File: config.mk
export PLATFORM = sky130hd
export DESIGN_NAME = mem_arbiter
export DESIGN_NICKNAME = d
export VERILOG_FILES = /design/src/rtl/mem_arbiter_pkg.sv /design/src/rtl/mem_arbiter_rr_arb2.sv /design/src/rtl/mem_arbiter.sv
export SDC_FILE = /design/constraint.sdc
export NUM_CORES = 1
export LEC_CHECK = 0
export CORE_AREA = 2 2 121 123
export CTS_CLUSTER_DIAMETER = 200
export DETAILED_ROUTE_END_ITERATION = 12
export DIE_AREA = 0 0 123 125
export HOLD_SLACK_MARGIN = 0.03
export PLACE_DENSITY = 0.54
export SLEW_MARGIN = 10
export SYNTH_ARGS = -nofsm -noshare
export SYNTH_HDL_FRONTEND = slang
export SYNTH_SLANG_ARGS = --single-unit
File: constraint.sdc
create_clock -name clk -period 3.6 [get_ports clk]
set_input_delay 0.9 -clock clk [delete_from_list [all_inputs] [get_ports clk]]
set_output_delay 0.9 -clock clk [all_outputs]
set_load 0.01 [all_outputs]
File: src/rtl/mem_arbiter_pkg.sv
// Shared types and constants for the two-requester shared-memory arbiter.
package mem_arbiter_pkg;

    typedef enum logic [0:0] {
        IDLE = 1'b0,
        BUSY = 1'b1
    } arb_state_t;

    typedef logic req_idx_t;

    localparam logic [31:0] ARB_TIMEOUT_RDATA = 32'hDEAD_BEEF;

endpackage : mem_arbiter_pkg

File: src/rtl/mem_arbiter_rr_arb2.sv
// Two-way round-robin pick: a lone requester wins; on a tie the one not served last wins.
module rr_arb2
    import mem_arbiter_pkg::*;
(
    input  logic [1:0] req_i,
    input  req_idx_t   last_served_i,
    output req_idx_t   grant_o
);

    // Pure combinational pick; the caller only uses grant_o when req_i is non-zero
    always_comb begin
        grant_o = 1'b0;
        case (req_i)
            2'b01:   grant_o = 1'b0;
            2'b10:   grant_o = 1'b1;
            2'b11:   grant_o = ~last_served_i;
            default: grant_o = 1'b0;
        endcase
    end

endmodule : rr_arb2

File: src/rtl/mem_arbiter.sv
// Round-robin arbiter sharing one memory port between two requesters.
// Optional wait timeout compiled in with `define MEM_ARB_TIMEOUT_EN.
module mem_arbiter
    import mem_arbiter_pkg::*;
#(
    parameter int unsigned TIMEOUT_CYCLES = 255
) (
    input  logic        clk,
    input  logic        resetn,
    input  logic        m0_valid,
    output logic        m0_ready,
    input  logic [31:0] m0_addr,
    input  logic [31:0] m0_wdata,
    input  logic [3:0]  m0_wstrb,
    output logic [31:0] m0_rdata,
    input  logic        m1_valid,
    output logic        m1_ready,
    input  logic [31:0] m1_addr,
    input  logic [31:0] m1_wdata,
    input  logic [3:0]  m1_wstrb,
    output logic [31:0] m1_rdata,
    output logic        s_valid,
    input  logic        s_ready,
    output logic [31:0] s_addr,
    output logic [31:0] s_wdata,
    output logic [3:0]  s_wstrb,
    input  logic [31:0] s_rdata,
    output logic        owner,
    output logic        timeout_err
);

    arb_state_t state_q, state_d;
    req_idx_t   owner_q, owner_d;
    req_idx_t   last_served_q, last_served_d;
    req_idx_t   grant_s;
    logic       owner_valid_s;
    logic       timeout_hit_s;

    rr_arb2 u_rr_arb2 (
        .req_i         ({m1_valid, m0_valid}),
        .last_served_i (last_served_q),
        .grant_o       (grant_s)
    );

    assign owner_valid_s = owner_q ? m1_valid : m0_valid;
    assign owner         = owner_q;
    assign s_addr        = owner_q ? m1_addr  : m0_addr;
    assign s_wdata       = owner_q ? m1_wdata : m0_wdata;
    assign s_wstrb       = owner_q ? m1_wstrb : m0_wstrb;

`ifdef MEM_ARB_TIMEOUT_EN
    localparam logic [15:0] TIMEOUT_LIM = 16'(TIMEOUT_CYCLES);

    logic [15:0] wait_cnt_q, wait_cnt_d;
    logic        timeout_err_q;

    assign timeout_hit_s = (state_q == BUSY) && (wait_cnt_q == TIMEOUT_LIM);
    assign timeout_err   = timeout_err_q;

    // Wait counter: held at zero outside BUSY, counts stalled BUSY cycles
    always_comb begin
        wait_cnt_d = wait_cnt_q;
        if (state_q != BUSY) begin
            wait_cnt_d = 16'd0;
        end else if (!timeout_hit_s && !s_ready) begin
            wait_cnt_d = wait_cnt_q + 16'd1;
        end else begin
            wait_cnt_d = wait_cnt_q;
        end
    end

    // Wait counter and sticky timeout flag registers
    always_ff @(posedge clk or negedge resetn) begin
        if (!resetn) begin
            wait_cnt_q    <= 16'd0;
            timeout_err_q <= 1'b0;
        end else begin
            wait_cnt_q    <= wait_cnt_d;
            timeout_err_q <= timeout_err_q | timeout_hit_s;
        end
    end
`else
    assign timeout_hit_s = 1'b0;
    assign timeout_err   = 1'b0;
`endif

    // Next-state, grant bookkeeping and requester-side handshake outputs
    always_comb begin
        state_d       = state_q;
        owner_d       = owner_q;
        last_served_d = last_served_q;
        s_valid       = 1'b0;
        m0_ready      = 1'b0;
        m1_ready      = 1'b0;
        m0_rdata      = s_rdata;
        m1_rdata      = s_rdata;
        case (state_q)
            IDLE: begin
                if (m0_valid || m1_valid) begin
                    state_d = BUSY;
                    owner_d = grant_s;
                end else begin
                    state_d = IDLE;
                end
            end
            BUSY: begin
                if (timeout_hit_s) begin
                    // Forced completion: memory is not driven and its ready is ignored
                    state_d       = IDLE;
                    last_served_d = owner_q;
                    if (owner_q) begin
                        m1_ready = 1'b1;
                        m1_rdata = ARB_TIMEOUT_RDATA;
                    end else begin
                        m0_ready = 1'b1;
                        m0_rdata = ARB_TIMEOUT_RDATA;
                    end
                end else if (!owner_valid_s) begin
                    // Owner abandoned its request: drop it without crediting a service
                    state_d = IDLE;
                end else begin
                    s_valid  = 1'b1;
                    m0_ready = (owner_q == 1'b0) && s_ready;
                    m1_ready = (owner_q == 1'b1) && s_ready;
                    if (s_ready) begin
                        state_d       = IDLE;
                        last_served_d = owner_q;
                    end else begin
                        state_d = BUSY;
                    end
                end
            end
            default: begin
                state_d = IDLE;
            end
        endcase
    end

    // State, owner and round-robin pointer registers
    always_ff @(posedge clk or negedge resetn) begin
        if (!resetn) begin
            state_q       <= IDLE;
            owner_q       <= 1'b0;
            last_served_q <= 1'b1;
        end else begin
            state_q       <= state_d;
            owner_q       <= owner_d;
            last_served_q <= last_served_d;
        end
    end

endmodule : mem_arbiter

==> results.toml, run 1 <==
[run]
drv_cap = 0

[logic_synthesis]
ys_seq_elements = 3
synthDominantCellAreaShare_pct = 50.7
synth.avg_cell_area_um2 = 9.39
synth_nets = 334
synth_most_common_cell = "mux2_2"
synth_flop_cell = "dfrtp_1"
yosys_warnings = 0
synth_edf_count = 0
yosys-top-cells-count = "mux2_2, buf_4, buf_6"
synthAdderAreaFrac_pct = 0
syn_inst = 161
synthesis.area_um2 = 1510
synth_compound_gate_area_share_pct = 2.98
synth_top_family_by_area = "multiplexers"
synth_area_leader_cell = "mux2_2"
ys_seq_area_share_pct = 5.05
ys_top_cells_by_area = "mux2_2, buf_4, buf_6"
synthArstFlopShare_pct = 100
synthDistinctLibCells = 19
synth-simple-area-share_pct = 3.39
synth-xor-area-share_pct = 0
synth_mux_area_share_pct = 50.7

[floorplanning]
coreArea_um2 = 14200
die-area_um2 = 15400
initial_core_util_pct = 10.6
die_height_um = 125
fp.dieW_um = 123
io_pins = 310
fp-row-count = 44

[clock_tree]
cts_root_buf = "clkbuf_16"
post_cts_resized = 0
cts_hold_buf = 0
cts_buffer_depth = 2
clkTransAtPathRegs_ns = 0.03
clock_latency_ns = 0.22
clock-sinks = 3
postCtsSetupBuffers = 0
cts_tree = "yes"
cts_max_level = 1
cts_buffers = 3

[power_and_ir_drop]
leakage_uw = 0.00123
finalPower_uw = 1300
power_density_nw_per_um2 = 381
peakVddDrop_mv = 0.145

[grt]
gr-total-overflow = 0
grt_max_degree = 42
antenna_found_initial = 0
grt_usage_pct = 8.05
grt_pass1_wl_um = 9340
grt_pass1_vias = 1774

[route]
drc_errors = 0
ant_nets = 0
drt-pass1-iter-count = 3
viasPerCell = 3.44
drt_wl_total_um = 6960
drtIter0Drc = 30
wl_per_cell_um = 14.2
vias = 1686

[sta]
hold_ws_ns = 0.542
slew_headroom_pct = 57.4
tightestPinTransition_ns = 0.639
skew_ns = 0.00317
setup_viol = 0
slew_viol_final = 0
fmax_ghz = 0.317
hold_viol = 0
rsz0062_at_grt = "false"
fin_crit_sh_pct = 87.6
period_minus_slack_ns = 3.15
setup_tns_ns = 0

[placed_design]
dp.cells = 486
place_congestion = 0.733
port_buffers = 212
hpwl_um = 6160

[cells_and_area]
drive_above_1_share_pct = 24.8
finalNetCount = 480
antenna_cells = 0
area.growth.synth_to_final_pct = 125
fin_cells = 490

[critical_path]
cp_num_buf_inv = 2
crit_chain = "clkdlybuf4s50_1 -> nand2_1 -> nor2_1 -> clkdlybuf4s50_1"
cp_slowest_cell = "clkdlybuf4s50_1"
path_delay_family = "buffers and inverters"
path_max_fanout = 4
crit_top_cell = "clkdlybuf4s50_1"
critPathLaunchType = "input port"
crit_required_ns = 2.70
critical_path_class = "input port to output pin"
crit_path_end_kind = "output pin"
crit_arrival_ns = 2.25
crit_path_max_incr_delay_ns = 0.59

[run_status]
outcome = "finished clean"

[worst_hold_path]
worstHoldPathType = "flip-flop to flip-flop"
cell type report:
cell class / count / area (um2)
clock buffer: 4 / 78.8
fill: 1526 / 10800
inverter: 1 / 3.75
multi-input combinational: 84 / 866
sequential: 3 / 77.6
tap: 184 / 230
timing repair buffer: 214 / 2150
final timing paths:
kind / startpoint / end / slack (ns) / cells after the start
min: last_served_q$_DFFE_PN1P_ / last_served_q$_DFFE_PN1P_ / 0.54 / 2
min reg2reg: last_served_q$_DFFE_PN1P_ / last_served_q$_DFFE_PN1P_ / 0.54 / 2
min in group asynchronous: resetn / state_q$_DFF_PN0_ / 0.87 / 1
max reg2reg: owner$_DFFE_PN0P_ / last_served_q$_DFFE_PN1P_ / 2.29 / 2
max in group asynchronous: resetn / last_served_q$_DFFE_PN1P_ / 2.52 / 1
max: m1_valid / m1_ready / 0.45 / 4
routing by layer:
metal | track usage, % | routed length (um) | vias to the layer above | share of wire [%]
met3 | 2.78 | 917 | 22 | 13
li1 | - | - | 782 | -
met4 | 2.01 | 84 | 0 | 1.2
met1 | 7.53 | 2280 | 744 | 33
met5 | 0 | 0 | - | 0
met2 | 16.2 | 3670 | 138 | 53
per-stage QoR:
stage,utilization [%],area [um2],setup WS (ns)
after global placement,23.4,3330,0.419
after global routing,24.0,3410,0.301
final,24.0,3410,0.448
after floorplan,-,1510,1.52
after CTS,24.0,3410,0.404
after detailed placement,23.4,3330,0.417
registers in the layout, indices dropped and copies added (netlist names):
| register | count |
|---|---|
| owner | 1 |
| last_served_q | 1 |
| state_q | 1 |
cells in the final DEF (no fill, tap or decap):
cell type / count
clkdlybuf4s50_1: 212
mux2_2: 68
nand2_1: 3
clkbuf_16: 3
nand2b_1: 2
nor2_1: 2
a21boi_0: 1
o21bai_1: 1
a2bb2oi_1: 1
inv_1: 1
a21oi_1: 1
and4b_1: 1
a31oi_1: 1
nor3_2: 1
a32o_1: 1
conb_1: 1
clkbuf_1: 1
dfstp_2: 1
dfrtp_2: 1
buf_4: 1
buf_12: 1
dfrtp_1: 1
logic make-up (layout without fill, tap and decap cells):
kind of cell,Yosys count,after routing
flip-flops,3,3
multiplexers,68,68
AO/OA/AOI/OAI,6,6
other,1,1
AND/OR/NAND/NOR,9,9
buffers and inverters,74,219
power breakdown:
group          switching, uW  total [uW]  internal (uW)
Combinational            344        1030            682
Clock                   27.2         173            146
Sequential              50.7        97.6           46.9
worst reg2reg max path, cell delays in order, from the launching register on:
cell and delay, ns:
dfrtp_2 0.76, and4b_1 0.30, nor3_2 0.17
Power figures use the tool's default switching activity.
==> inputs of run 2 (changes only) <==
Settings changed: CAP_MARGIN set to 20, SKIP_LAST_GASP set to 1.
==> results of run 2 <==
Same layout as run 1: the final DEF is identical, and so are final timing and power.
==> inputs of run 3 (changes only) <==
Settings changed: CAP_MARGIN 20 to not set, PLACE_DENSITY 0.54 to not set, PLACE_DENSITY_LB_ADDON set to 0.3.
==> results.toml, run 3 (same netlist as run 1, synthesis figures left out) <==
[run_status]
outcome = "finished clean"

[sta]
fmax_ghz = 0.317
slew_headroom_pct = 52.8
hold_ws_ns = 0.542
period_minus_slack_ns = 3.15
skew_ns = 0.00131
fin_crit_sh_pct = 87.6
tightestPinTransition_ns = 0.708
hold_viol = 0
setup_viol = 0
slew_viol_final = 0
rsz0062_at_grt = "false"
setup_tns_ns = 0

[route]
drt-pass1-iter-count = 2
wl_per_cell_um = 11.6
drt_wl_total_um = 5700
vias = 1656
drtIter0Drc = 6
viasPerCell = 3.38
drc_errors = 0
ant_nets = 0

[cells_and_area]
regArea_um2 = 77.6
multi_input_area_um2 = 866
final_common_cell = "clkdlybuf4s50_1"
drive_above_1_share_pct = 24.8
antenna_cells = 0
finalNetCount = 480
area.growth.synth_to_final_pct = 125
fin_util_pct = 24.0
final_cell_mix = "clkdlybuf4s50_1, mux2_2, nand2_1, clkbuf_16"
fillCellCount = 1527
final_area_um2 = 3410

[clock_tree]
cts_buffer_depth = 2
post_cts_resized = 0
cts_buffers = 3
clock-sinks = 3
postCtsSetupBuffers = 0
cts_max_level = 1
cts_root_buf = "clkbuf_16"
cts_hold_buf = 0
cts_tree = "yes"
clkTransAtPathRegs_ns = 0.03
clock_latency_ns = 0.22

[critical_path]
crit_chain = "clkdlybuf4s50_1 -> and4b_1 -> clkdlybuf4s50_1"
cp_num_buf_inv = 2
path_delay_family = "buffers and inverters"
crit_path_max_incr_delay_ns = 0.55
cp_slowest_cell = "clkdlybuf4s50_1"
crit_arrival_ns = 2.25
crit_required_ns = 2.70
critical_path_class = "input port to output pin"
path_max_fanout = 6
critPathLaunchType = "input port"
crit_top_cell = "clkdlybuf4s50_1"
crit_path_end_kind = "output pin"

[placed_design]
place_congestion = 0.654
hpwl_um = 4810
port_buffers = 212
placed_cell_area_um2 = 3330

[floorplanning]
fp.dieW_um = 123
fp-row-count = 44
die_height_um = 125
die-area_um2 = 15400
io_pins = 310
coreArea_um2 = 14200
initial_core_util_pct = 10.6

[grt]
grt_pass1_wl_um = 8130
gr-total-overflow = 0
grt_usage_pct = 6.53
grt_max_degree = 38
antenna_found_initial = 1
grt_pass1_vias = 1679

[power_and_ir_drop]
peakVddDrop_mv = 0.205
leakage_uw = 0.00123
power_density_nw_per_um2 = 376
finalPower_uw = 1280

[run]
drv_cap = 0

[worst_hold_path]
worstHoldPathType = "flip-flop to flip-flop"
[run 3: cell counts in the layout (fill, tap and decap cells not counted)]
Identical to the previous run, type by type.
[run 3: area by class of cell]
type,instances,share of cell area (%)
Tap cell,184,6.76
Inverter,1,0.110
Sequential cell,3,2.28
Multi-Input combinational cell,84,25.4
Timing Repair Buffer,214,63.1
Clock buffer,4,2.31
[run 3: metal layers]
layer	up-vias	global-route usage, %	routed length, um
li1	780	-	-
met1	717	6.35	1840
met2	141	12.3	2850
met3	16	2.83	899
met4	2	1.87	104
met5	-	0	11
[run 3: worst reg2reg max path, stage by stage, from the launching register on]
cell       delay (ns)
dfrtp_2          0.80
buf_12           0.33
a21boi_0         0.14
a2bb2oi_1        0.14
[run 3: worst paths after layout]
| path | from | slack, ns | cells past startpoint | end |
|---|---|---|---|---|
| worst max-delay path | m0_valid | 0.45 | 3 | m0_ready |
| worst min-delay path | last_served_q$_DFFE_PN1P_ | 0.54 | 2 | last_served_q$_DFFE_PN1P_ |
| worst max register to register | owner$_DFFE_PN0P_ | 2.06 | 3 | state_q$_DFF_PN0_ |
| worst min register to register | last_served_q$_DFFE_PN1P_ | 0.54 | 2 | last_served_q$_DFFE_PN1P_ |
| max in group asynchronous | resetn | 2.52 | 1 | last_served_q$_DFFE_PN1P_ |
| min in group asynchronous | resetn | 0.86 | 1 | owner$_DFFE_PN0P_ |
[run 3: per-stage QoR]
stage,instances,setup WS (ns)
after CTS,490,0.397
final,490,0.448
after detailed placement,486,0.438
after global placement,486,0.442
after floorplan,161,1.52
after global routing,490,0.326
[run 3: power breakdown]
part           internal (uW)  switching, uW  total (uW)
Clock                    146           28.5         174
Combinational            682            321        1000
Sequential              46.8           55.2         102
Total                    874            405        1280
